File: config.mk
export PLATFORM = sky130hd
export DESIGN_NAME = cpu_run_ctrl
export DESIGN_NICKNAME = d
export VERILOG_FILES = /design/src/rtl/cpu_run_ctrl_pkg.sv /design/src/rtl/cpu_run_ctrl_counter.sv /design/src/rtl/cpu_run_ctrl.sv
export SDC_FILE = /design/constraint.sdc
export NUM_CORES = 1
export LEC_CHECK = 0
export CAP_MARGIN = 5
export CORE_ASPECT_RATIO = 1.4
export CORE_MARGIN = 2
export CORE_UTILIZATION = 44
export CTS_BUF_LIST = sky130_fd_sc_hd__clkbuf_8
export DETAILED_ROUTE_END_ITERATION = 7
export PLACE_DENSITY = 0.83
export SYNTH_ARGS = -nofsm -noshare
export SYNTH_HDL_FRONTEND = slang
export SYNTH_SLANG_ARGS = --single-unit
File: constraint.sdc
create_clock -name CLK -period 3 [get_ports CLK]
set_clock_uncertainty 0.2 [all_clocks]
set_input_delay 0.6 -clock CLK [delete_from_list [all_inputs] [get_ports CLK]]
set_output_delay 0.6 -clock CLK [all_outputs]
set_load 0.01 [all_outputs]
File: src/rtl/cpu_run_ctrl_pkg.sv
// Shared definitions for the CPU run controller: FSM state encoding and run modes.
package cpu_run_ctrl_pkg;

    typedef enum logic [2:0] {
        ST_RST_HOLD  = 3'd0,
        ST_IDLE      = 3'd1,
        ST_RUN       = 3'd2,
        ST_STEP_WAIT = 3'd3,
        ST_HALTED    = 3'd4,
        ST_TIMEOUT   = 3'd5
    } state_t;

    localparam logic [1:0] MODE_FREE = 2'd0;
    localparam logic [1:0] MODE_STEP = 2'd1;
    localparam logic [1:0] MODE_RUNN = 2'd2;

    // The reserved mode code behaves exactly like free-run.
    function automatic logic [1:0] norm_mode(input logic [1:0] m);
        return (m == MODE_STEP || m == MODE_RUNN) ? m : MODE_FREE;
    endfunction

endpackage

File: src/rtl/cpu_run_ctrl_counter.sv
// Generic up/down counter with synchronous clear, load, enable and an equality flag.
module run_cycle_counter #(
    parameter int W = 32
) (
    input  logic         clk,
    input  logic         clear,
    input  logic         load,
    input  logic [W-1:0] load_val,
    input  logic         en,
    input  logic         down,
    input  logic [W-1:0] cmp_val,
    output logic [W-1:0] count,
    output logic         eq
);

    // Clear wins over load, load wins over counting; wraps silently.
    always_ff @(posedge clk) begin
        if (clear) begin
            count <= '0;
        end else if (load) begin
            count <= load_val;
        end else if (en) begin
            count <= down ? (count - W'(1)) : (count + W'(1));
        end
    end

    assign eq = (count == cmp_val);

endmodule

File: src/rtl/cpu_run_ctrl.sv
// Run controller between board clock/reset and the CPU top: reset stretching,
// free-run / single-step / run-N gating, cycle counting, halt and watchdog.
// Optional breakpoint support is compiled in with RUN_CTRL_BKPT_EN.
module cpu_run_ctrl
    import cpu_run_ctrl_pkg::*;
#(
    parameter int CNT_W      = 32,
    parameter int RST_CYCLES = 4,
    parameter int WDOG_LIMIT = 100000,
    parameter int PC_W       = 32
) (
    input  logic             CLK,
    input  logic             RESET,
    input  logic [1:0]       mode,
    input  logic             start,
    input  logic             step,
    input  logic [CNT_W-1:0] run_count,
    input  logic             halt_in,
    input  logic [PC_W-1:0]  pc_in,
`ifdef RUN_CTRL_BKPT_EN
    input  logic [PC_W-1:0]  bkpt_addr,
    input  logic             bkpt_valid,
    output logic             bkpt_hit,
`endif
    output logic             core_rst,
    output logic             core_en,
    output logic [CNT_W-1:0] cycle_cnt,
    output logic             busy,
    output logic             done,
    output logic             timeout
);

    localparam int               HOLD_W    = $clog2(RST_CYCLES + 1);
    localparam logic [HOLD_W-1:0] HOLD_LAST = HOLD_W'(RST_CYCLES - 1);
    localparam bit               WDOG_ON   = (WDOG_LIMIT != 0);
    // Compare against LIMIT-1 so the trip happens on the LIMIT-th enabled cycle.
    localparam logic [CNT_W-1:0] WDOG_CMP  = WDOG_ON ? CNT_W'(WDOG_LIMIT - 1) : '0;

    state_t            state;
    logic [HOLD_W-1:0] hold_cnt;
    logic [1:0]        run_mode;
    logic [1:0]        sel_mode;
    logic [CNT_W-1:0]  remaining;
    logic              wdog_eq;
    logic              remaining_zero;
    logic              load_remaining;
    logic              dec_remaining;
    logic              wdog_trip;
    logic              runn_done;
    logic              bkpt_match;

    assign sel_mode       = norm_mode(mode);
    assign load_remaining = (state == ST_IDLE) && start && (sel_mode == MODE_RUNN);
    assign dec_remaining  = core_en && (state == ST_RUN) && (run_mode == MODE_RUNN);
    assign wdog_trip      = WDOG_ON && core_en && wdog_eq;
    // A zero remainder can only appear through corruption; stop instead of wrapping.
    assign runn_done      = dec_remaining && ((remaining == CNT_W'(1)) || remaining_zero);

`ifdef RUN_CTRL_BKPT_EN
    assign bkpt_match = core_en && bkpt_valid && (pc_in == bkpt_addr);
`else
    logic unused_pc;
    assign unused_pc  = ^pc_in;
    assign bkpt_match = 1'b0;
`endif

    run_cycle_counter #(.W(CNT_W)) u_cycle_cnt (
        .clk      (CLK),
        .clear    (RESET),
        .load     (1'b0),
        .load_val ('0),
        .en       (core_en),
        .down     (1'b0),
        .cmp_val  (WDOG_CMP),
        .count    (cycle_cnt),
        .eq       (wdog_eq)
    );

    run_cycle_counter #(.W(CNT_W)) u_remaining (
        .clk      (CLK),
        .clear    (RESET),
        .load     (load_remaining),
        .load_val (run_count),
        .en       (dec_remaining),
        .down     (1'b1),
        .cmp_val  ('0),
        .count    (remaining),
        .eq       (remaining_zero)
    );

    // Exit priority in RUN/STEP_WAIT: halt, breakpoint, watchdog, run-N completion.
    always_ff @(posedge CLK) begin
        if (RESET) begin
            state    <= ST_RST_HOLD;
            hold_cnt <= '0;
            run_mode <= MODE_FREE;
            core_rst <= 1'b1;
            core_en  <= 1'b0;
            busy     <= 1'b0;
            done     <= 1'b0;
            timeout  <= 1'b0;
`ifdef RUN_CTRL_BKPT_EN
            bkpt_hit <= 1'b0;
`endif
        end else begin
            unique case (state)
                ST_RST_HOLD: begin
                    hold_cnt <= hold_cnt + HOLD_W'(1);
                    if (hold_cnt == HOLD_LAST) begin
                        state    <= ST_IDLE;
                        core_rst <= 1'b0;
                    end
                end
                ST_IDLE: begin
                    if (start) begin
                        run_mode <= sel_mode;
`ifdef RUN_CTRL_BKPT_EN
                        bkpt_hit <= 1'b0;
`endif
                        if (sel_mode == MODE_STEP) begin
                            state <= ST_STEP_WAIT;
                            busy  <= 1'b1;
                        end else if (sel_mode == MODE_RUNN && run_count == '0) begin
                            state <= ST_HALTED;
                            done  <= 1'b1;
                        end else begin
                            state   <= ST_RUN;
                            busy    <= 1'b1;
                            core_en <= 1'b1;
                        end
                    end
                end
                ST_RUN, ST_STEP_WAIT: begin
                    if (halt_in) begin
                        state   <= ST_HALTED;
                        core_en <= 1'b0;
                        busy    <= 1'b0;
                        done    <= 1'b1;
                    end else if (bkpt_match) begin
                        state   <= ST_IDLE;
                        core_en <= 1'b0;
                        busy    <= 1'b0;
`ifdef RUN_CTRL_BKPT_EN
                        bkpt_hit <= 1'b1;
`endif
                    end else if (wdog_trip) begin
                        state   <= ST_TIMEOUT;
                        core_en <= 1'b0;
                        busy    <= 1'b0;
                        timeout <= 1'b1;
                    end else if (runn_done) begin
                        state   <= ST_HALTED;
                        core_en <= 1'b0;
                        busy    <= 1'b0;
                        done    <= 1'b1;
                    end else if (state == ST_STEP_WAIT) begin
                        // One enabled cycle per step; a step during that cycle is dropped.
                        core_en <= !core_en && step;
                    end
                end
                ST_HALTED, ST_TIMEOUT: begin
                    core_en <= 1'b0;
                end
                default: begin
                    state    <= ST_RST_HOLD;
                    hold_cnt <= '0;
                    core_rst <= 1'b1;
                    core_en  <= 1'b0;
                    busy     <= 1'b0;
                end
            endcase
        end
    end

endmodule

# Word-level counts from Yosys, hierarchy flattened
# Cells that the tools add are included.
totals:
  mem_count: 0
  in_bits: 71
  latchBits: 0
  rom_bits: 0
  reg_bits: 77
  ram_bits: 0
  word_cells: 103
op_classes:
  n_eq_ne: 23
  n_reduce_logical: 27
  bitwise_logic: 5
  n_lt_le_gt_ge: 0
  shift: 0
  div_mod_pow: 0
  n_mux: 35
  mul: 0
  addsub: 3
ops:
  columns: ["cell", "n"]
  rows:
  - ["32-bit logical NOT", 2]
  - ["32-bit 2-to-1 mux", 2]
  - ["32-bit by 1-bit adder with 32-bit output (second input constant)", 1]
  - ["32-bit by 1-bit equality test with 1-bit output (second input constant)", 1]
  - ["32-bit by 17-bit equality test with 1-bit output (second input constant)", 1]
  - ["32-bit by 1-bit subtractor with 32-bit output (second input constant)", 1]
  - ["3-bit 2-to-1 mux", 7]
  - ["1-bit 2-to-1 mux", 19]
  - ["3-bit one-hot mux with 4 select lines", 1]
  - ["3-bit by 2-bit equality test with 1-bit output (second input constant)", 3]
  - ["3-bit != test (second input constant)", 3]
  - ["1-bit logical AND", 8]
  - ["2-bit != test (second input constant)", 4]
  - ["4-bit AND reduction", 2]
  - ["2-bit equality test (second input constant)", 3]
  - ["3-bit equality test (second input constant)", 2]
  - ["1-bit one-hot mux with 3 select lines", 2]
  - ["3-bit one-hot mux with 2 select lines", 1]
  - ["6-bit AND reduction", 1]
  - ["5-bit != test (second input constant)", 1]
  - ["1-bit NOT", 5]
  - ["5-bit AND reduction", 1]
  - ["5-bit OR reduction", 1]
  - ["2-bit by 1-bit equality test with 1-bit output (second input constant)", 2]
  - ["14 further kinds", 19]

# Logic depth before layout (Yosys ltp)
# Gate-level depths: netlist of run 1.
logic_depth:
  depth_word: 9
  mapped_depth: 8
  depth_no_buf: 8

# Cells and area by module
# A second synthesis of run 1 with hierarchy kept.
hier_totals:
  cells_unflattened: 988
  hier_area_um2: 7667.4
modules_own_cells:
  columns: ["module", "seq_area_each_um2", "instances", "area_per_inst_um2", "cells_per_inst"]
  rows:
  - ["run_cycle_counter", 640.6, 2, 3367.0, 433]
  - ["cpu_run_ctrl", 260.2, 1, 933.4, 122]

# Worst setup path after synthesis of run 1
# Ideal clock, no wire load.
synth_timing:
  kind: "in2reg"
  start: "in run_count[1]"
  end: "reg core_en"
  cell_stages: 5
  t_required_ns: 2.679
  arrival_ns: 2.128
  setup_slack_ns: 0.551
  path_cell_list: "or4_1 -> nor4_1 -> o21ai_0 -> o211ai_1 -> mux2_2"
synth_via:
  elab_chain_cells: 4
synth_lines:
  columns: ["item", "line_no", "source"]
  rows:
  - ["start, declared", "cpu_run_ctrl.sv:17", "input logic [CNT_W-1:0] run_count,"]
  - ["32-bit logical NOT", "cpu_run_ctrl.sv:123", "end else if (sel_mode == MODE_RUNN && run_count == '0) begin"]
  - ["1-bit logical AND", "cpu_run_ctrl.sv:123", null]
  - ["2-bit != test (no source line)", null, null]
  - ["5-bit AND reduction (no source line)", null, null]
  - ["end signal, assigned", "cpu_run_ctrl.sv:158", "core_en <= !core_en && step;"]
  - ["end, declared", "cpu_run_ctrl.sv:26", "output logic core_en,"]
# Every way passes these cells.
# A chain may end at the register's enable or synchronous reset.

# Final worst setup path of run 1
# Ends and elaborated chain as after synthesis.

==> impl_metrics.tcl, run 1 <==
set metrics [dict create \
    first_pass_grt_wire_length_mm 18.4 \
    synthSimpleGateAreaFrac_pct 31.2 \
    post_synth_fa_ha_maj_area_fraction_pct 1.90 \
    rrSetupSlack_ns 0.32 \
    post_synthesis_sequential_element_count 77 \
    final-hold-violation-count 0 \
    timing.critical_path.fanout_max 5 \
    crit_path_start_kind "input port" \
    synth-edff-count 0 \
    cp.required_ns 3.05 \
    status "completed" \
    ant_nets 0 \
    min-delay-path-class "register to register" \
    clock_latency_ns 0.36 \
    setup_viol 0 \
    worstHoldStart "run_mode[1]" \
    tightest_slew_ns 0.664 \
    finalHoldWorstSlack_ns 0.267 \
    cts.repair.resized 0 \
    core.rowCount 40 \
    timing.critical_path.to_type "register" \
    tritoncts "built" \
    synthXorXnorAreaFrac_pct 7.52 \
    timing.slew.headroom_pct 55.3 \
    critical_path.slowest_cell "or4_1" \
    cp-startpoint "run_count[1]" \
    critical-path-max-stage-delay_ns 0.59 \
    detail_route.first_pass.iterations 4 \
    worst-setup-path-type "input port to register" \
    path_cells "clkdlybuf4s50_1 -> or4_1 -> nor4_1 -> buf_4 -> o21ai_0 -> o211ai_1 -> mux2_2" \
    dieHeight_microns 116 \
    postSynthAreaPerCell_sq_um 8.05 \
    htree_num_levels 3 \
    place_congestion 0.887 \
    synth_largest_type_area_fraction_pct 38.9 \
    wire_per_inst_microns 16.2 \
    drtIter0Drc 355 \
    area.growth.synth_to_final_pct 28.3 \
    place_hpwl_mm 7.85 \
    synth_sequential_area_ratio_pct 38.9 \
    post_cts_hold_buffer_count 0 \
    core_area_sq_um 8660 \
    finish.net_count 643 \
    setup_tns_ns 0 \
    synthMuxAreaShare_pct 1.07 \
    clockRootBuffer "clkbuf_8" \
    yosysWarnings 0 \
    synth_fp_nets 569 \
    cts_made_buffers 9 \
    postCtsSetupBuffers 0 \
    antenna_found_initial 0 \
    mostFrequentLayoutCells "dfxtp_1, clkdlybuf4s50_1, nor2_1, a21oi_1, nand2_1" \
    die_w_microns 84.2 \
    total_congestion_overflow 0 \
    post-layout-total-power_uw 2470 \
    grt_util_all_layers_pct 22.8 \
    drt_drc_violations_left 0 \
    final_wirelength_mm 10.9 \
    routed_via_density 6.03 \
    buffer_ports.inserted 75 \
    prevailing_post_synth_register_cell "dfxtp_1" \
    netlist_area_sq_um 3960 \
    rsz0062_at_grt "no" \
    worst_setup_hold_path_clk_slew_ns 0.08 \
    p_leak_uw 0.00177 \
    synth_cells 492 \
    starting_density_pct 45.7 \
    period_minus_slack_ns 2.69 \
    r2r-start "u_remaining.count[15]" \
    synth_top_family_by_area "simple AND/OR/NAND/NOR gates" \
    drive_gt1_share_pct 7.88 \
    most_common_library_cell_in_the_layout_ignoring_fill_and_taps "dfxtp_1" \
    top_level_ports 108 \
    via_count 4076 \
    vdd_ir_drop_max_mv 0.316 \
    synth_area_leader_cell "dfxtp_1" \
    period_share_pct 89.6 \
    worst-endpoint-arrival_ns 2.74 \
    synth_cell_types 52 \
    power_density_nw_per_um2 486 \
    drv_slew 0 \
    grt_pass1_vias 4006 \
    finalInstanceArea_sq_um 5080 \
    ctsLongestPathBuffers 2 \
    cts_num_sinks 77 \
    cap_violations 0 \
    clock.fmax_mhz 372 \
    synth-compound-area-share_pct 16.3 \
    ys_top_cells_by_area "dfxtp_1, nor2_1, xor2_1" \
    async_flop_share_pct 0 \
    placement.cell_area_sq_um 4860 \
    die_area_sq_um 9780 \
    diodes 0 \
    largest_net_degree_at_the_start_of_global_routing 48 \
]
==> kinds of logic after synthesis <==
family / after synthesis
mux: 4
compound gates: 100
flops: 77
simple gates: 239
buf+inv: 32
fa+ha+maj: 6
xor+xnor: 34
==> worst paths after layout <==
kind	cells past startpoint	to
worst max-delay path	7	core_en
worst min-delay path	2	run_mode[1]
worst max register to register	6	u_remaining.count[26]
worst min register to register	2	run_mode[1]
==> power by group <==
part	switching, uW	internal [uW]	total [uW]
registers	49.2	1070	1110
logic	247	220	467
clock network	414	471	885
total	710	1760	2470
==> worst max-delay path, delay by kind of cell <==
family                 cells  cell delay [ns]
AOI/OAI and AO/OA          2             0.20
muxes                      1             0.36
buffers and inverters      2             0.64
and+or+nand+nor            2             0.94
==> flip-flops by register name, summed over array words and instances, names as in the netlist <==
name	flops
hold_cnt	3
core_en	1
run_mode	2
timeout	1
busy	1
done	1
core_rst	1
u_remaining.count	32
u_cycle_cnt.count	32
state	3
==> synthesized netlist by cell type, drive strengths merged (2+ instances only) <==
library cell / count
or3: 13
mux2i: 2
nor3b: 2
o2bb2a: 2
inv: 6
or4: 6
o21ai: 7
and4: 5
xor2: 23
nand2b: 4
buf: 4
mux2: 2
a211o: 3
nor4: 18
nor3: 21
a32oi: 3
dfxtp: 77
xnor2: 11
a22oi: 3
nand4: 16
ha: 6
nand3: 26
nor4b: 3
nor2: 73
a211oi: 5
o311ai: 6
a31oi: 15
a21oi: 38
a221oi: 2
nor2b: 3
nand2: 35
and3: 3
or2: 6
o211ai: 9
nor4bb: 2
clkbuf: 22
==> layout make-up <==
class	count	area, sq um
Multi-Input combinational cell	383	2300
Clock inverter	7	97.6
Clock buffer	9	124
Fill cell	777	3580
Sequential cell	77	1540
Inverter	6	22.5
Tap cell	105	131
Timing Repair Buffer	89	863
==> routing by layer <==
| metal | share of wire (%) | track usage, % | vias to the layer above |
|---|---|---|---|
| met5 | 0 | 0 | - |
| met3 | 8.2 | 5.02 | 28 |
| li1 | - | - | 1955 |
| met1 | 40 | 27.2 | 1910 |
| met4 | 3.0 | 10.9 | 0 |
| met2 | 49 | 39.0 | 183 |
==> metrics by stage <==
| step | worst slack (ns) | utilization (%) | cells |
|---|---|---|---|
| 3_3_place_gp | -0.0402 | 56.1 | 660 |
| 5_1_grt | 0.132 | 58.6 | 676 |
| 6_report | 0.311 | 58.6 | 676 |
| 3_5_place_dp | -0.0583 | 56.1 | 660 |
| 4_1_cts | 0.302 | 58.6 | 676 |
| 2_1_floorplan | 0.551 | - | 492 |
Note: power is estimated with default switching activity, not from simulation.
==> inputs of run 2 (changes only) <==
--- a/config.mk
+++ b/config.mk
@@ -8,10 +8,10 @@
 export CAP_MARGIN = 5
 export CORE_ASPECT_RATIO = 1.4
 export CORE_MARGIN = 2
-export CORE_UTILIZATION = 44
+export CORE_UTILIZATION = 29
 export CTS_BUF_LIST = sky130_fd_sc_hd__clkbuf_8
 export DETAILED_ROUTE_END_ITERATION = 7
-export PLACE_DENSITY = 0.83
+export PLACE_DENSITY = 0.61
 export SYNTH_ARGS = -nofsm -noshare
 export SYNTH_HDL_FRONTEND = slang
 export SYNTH_SLANG_ARGS = --single-unit
==> impl_metrics.tcl, run 2 (synthesized netlist as in run 1, its figures left out) <==
set metrics [dict create \
    htree_num_levels 3 \
    post-layout-total-power_uw 2330 \
    drv_slew 0 \
    placement.cell_area_sq_um 4970 \
    r2r-start "u_remaining.count[15]" \
    place.detailed.instances 741 \
    top_flop_regs "u_cycle_cnt.count (32), u_remaining.count (32)" \
    die_area_sq_um 14600 \
    core.rowCount 50 \
    postCtsSetupBuffers 0 \
    diodes 0 \
    area.growth.synth_to_final_pct 30.0 \
    whs_endpoint "run_mode[1]" \
    min_delay_path_depth 2 \
    worstHoldStart "run_mode[1]" \
    worst-setup-path-type "input port to register" \
    timing.critical_path.to_type "register" \
    cts.repair.resized 0 \
    ant_nets 0 \
    setup_viol 0 \
    crit-reg2reg-capture "u_remaining.count[23]" \
    place_congestion 0.885 \
    reg2regPathDepth 6 \
    antenna_found_initial 0 \
    cp.required_ns 3.06 \
    power_density_nw_per_um2 452 \
    post_cts_hold_buffer_count 0 \
    core_area_sq_um 13400 \
    timing.slew.headroom_pct 61.9 \
    most_common_library_cell_in_the_layout_ignoring_fill_and_taps "dfxtp_1" \
    cts_made_buffers 9 \
    ctsLongestPathBuffers 2 \
    drt_drc_violations_left 0 \
    buffer_ports.inserted 75 \
    setup_slack_ns 0.222 \
    clock.fmax_mhz 360 \
    grt_pass1_vias 3793 \
    clock_latency_ns 0.37 \
    routed_via_density 5.26 \
    rsz0062_at_grt "no" \
    vdd_ir_drop_max_mv 0.176 \
    largest_net_degree_at_the_start_of_global_routing 28 \
    rrSetupSlack_ns 0.37 \
    clockRootBuffer "clkbuf_8" \
    p_leak_uw 0.00177 \
    final-hold-violation-count 0 \
    starting_density_pct 29.6 \
    final_wirelength_mm 11.8 \
    worst_setup_hold_path_clk_slew_ns 0.08 \
    top_level_ports 108 \
    status "completed" \
    filler_cell_count 1416 \
    cts_num_sinks 77 \
    period_minus_slack_ns 2.78 \
    finish.net_count 647 \
    via_count 3984 \
    grt_util_all_layers_pct 16.3 \
    place_hpwl_mm 8.66 \
    tightest_slew_ns 0.570 \
    period_share_pct 92.6 \
    postLayoutCoreUtil_pct 38.4 \
    drtIter0Drc 201 \
    timing.critical_path.fanout_max 5 \
    first_pass_grt_wire_length_mm 18.8 \
    tritoncts "built" \
    pre_cts_setup_slack_ns -0.115 \
    mostFrequentLayoutCells "dfxtp_1, clkdlybuf4s50_1, nor2_1, a21oi_1, nand2_1" \
    crit_path_start_kind "input port" \
    cap_violations 0 \
    dieHeight_microns 142 \
    finalInstanceArea_sq_um 5150 \
    worst-endpoint-arrival_ns 2.84 \
    die_w_microns 103 \
    min-delay-path-class "register to register" \
    drive_gt1_share_pct 8.35 \
    total_congestion_overflow 0 \
    stdcell_count 757 \
    wire_per_inst_microns 15.6 \
    detail_route.first_pass.iterations 4 \
]
==> run 2: stage by stage <==
step           TNS, ns  hold slack [ns]
6_report             0            0.261
5_1_grt              0            0.303
4_1_cts              0            0.263
3_5_place_dp    -0.131            0.251
3_3_place_gp    -0.298            0.239
2_1_floorplan        0            0.232
==> run 2: critical path, stage by stage <==
cell and delay [ns]:
clkdlybuf4s50_1 0.46, or4_1 0.62, nor4_1 0.39, buf_4 0.21, o21ai_0 0.08, o211ai_1 0.12, mux2_2 0.35
==> run 2: per-layer routing <==
| metal | track usage [%] | vias up | part of all wire [%] |
|---|---|---|---|
| met1 | 18.9 | 1876 | 43 |
| met4 | 8.17 | 0 | 2.8 |
| met5 | 0 | - | 0 |
| li1 | - | 1970 | - |
| met2 | 28.2 | 117 | 50 |
| met3 | 2.90 | 21 | 5.0 |
==> run 2: cell type report <==
class                           count  area [sq um]  share of cell area, %
Sequential cell                    77          1540                   29.9
Clock buffer                       11           151                   2.94
Timing Repair Buffer               93           881                   17.1
Inverter                            6          22.5                  0.438
Multi-Input combinational cell    383          2300                   44.6
Tap cell                          182           228                   4.42
Clock inverter                      5          26.3                  0.510
==> run 2: power by group <==
group / switching, uW / internal (uW)
combinational: 246 / 226
sequential: 50.0 / 1070
clock: 404 / 339
==> run 2: worst max-delay path by stage <==
stage / start / endpoint / slack [ns] / cells past startpoint
global placement: run_count[0] / core_en / -0.18 / 8
global route: run_count[0] / core_en / 0.18 / 8
CTS: run_count[0] / core_en / 0.27 / 8
detailed placement: run_count[0] / core_en / -0.12 / 8
floorplan: run_count[1] / core_en / 0.55 / 5
finish: run_count[1] / core_en / 0.22 / 7
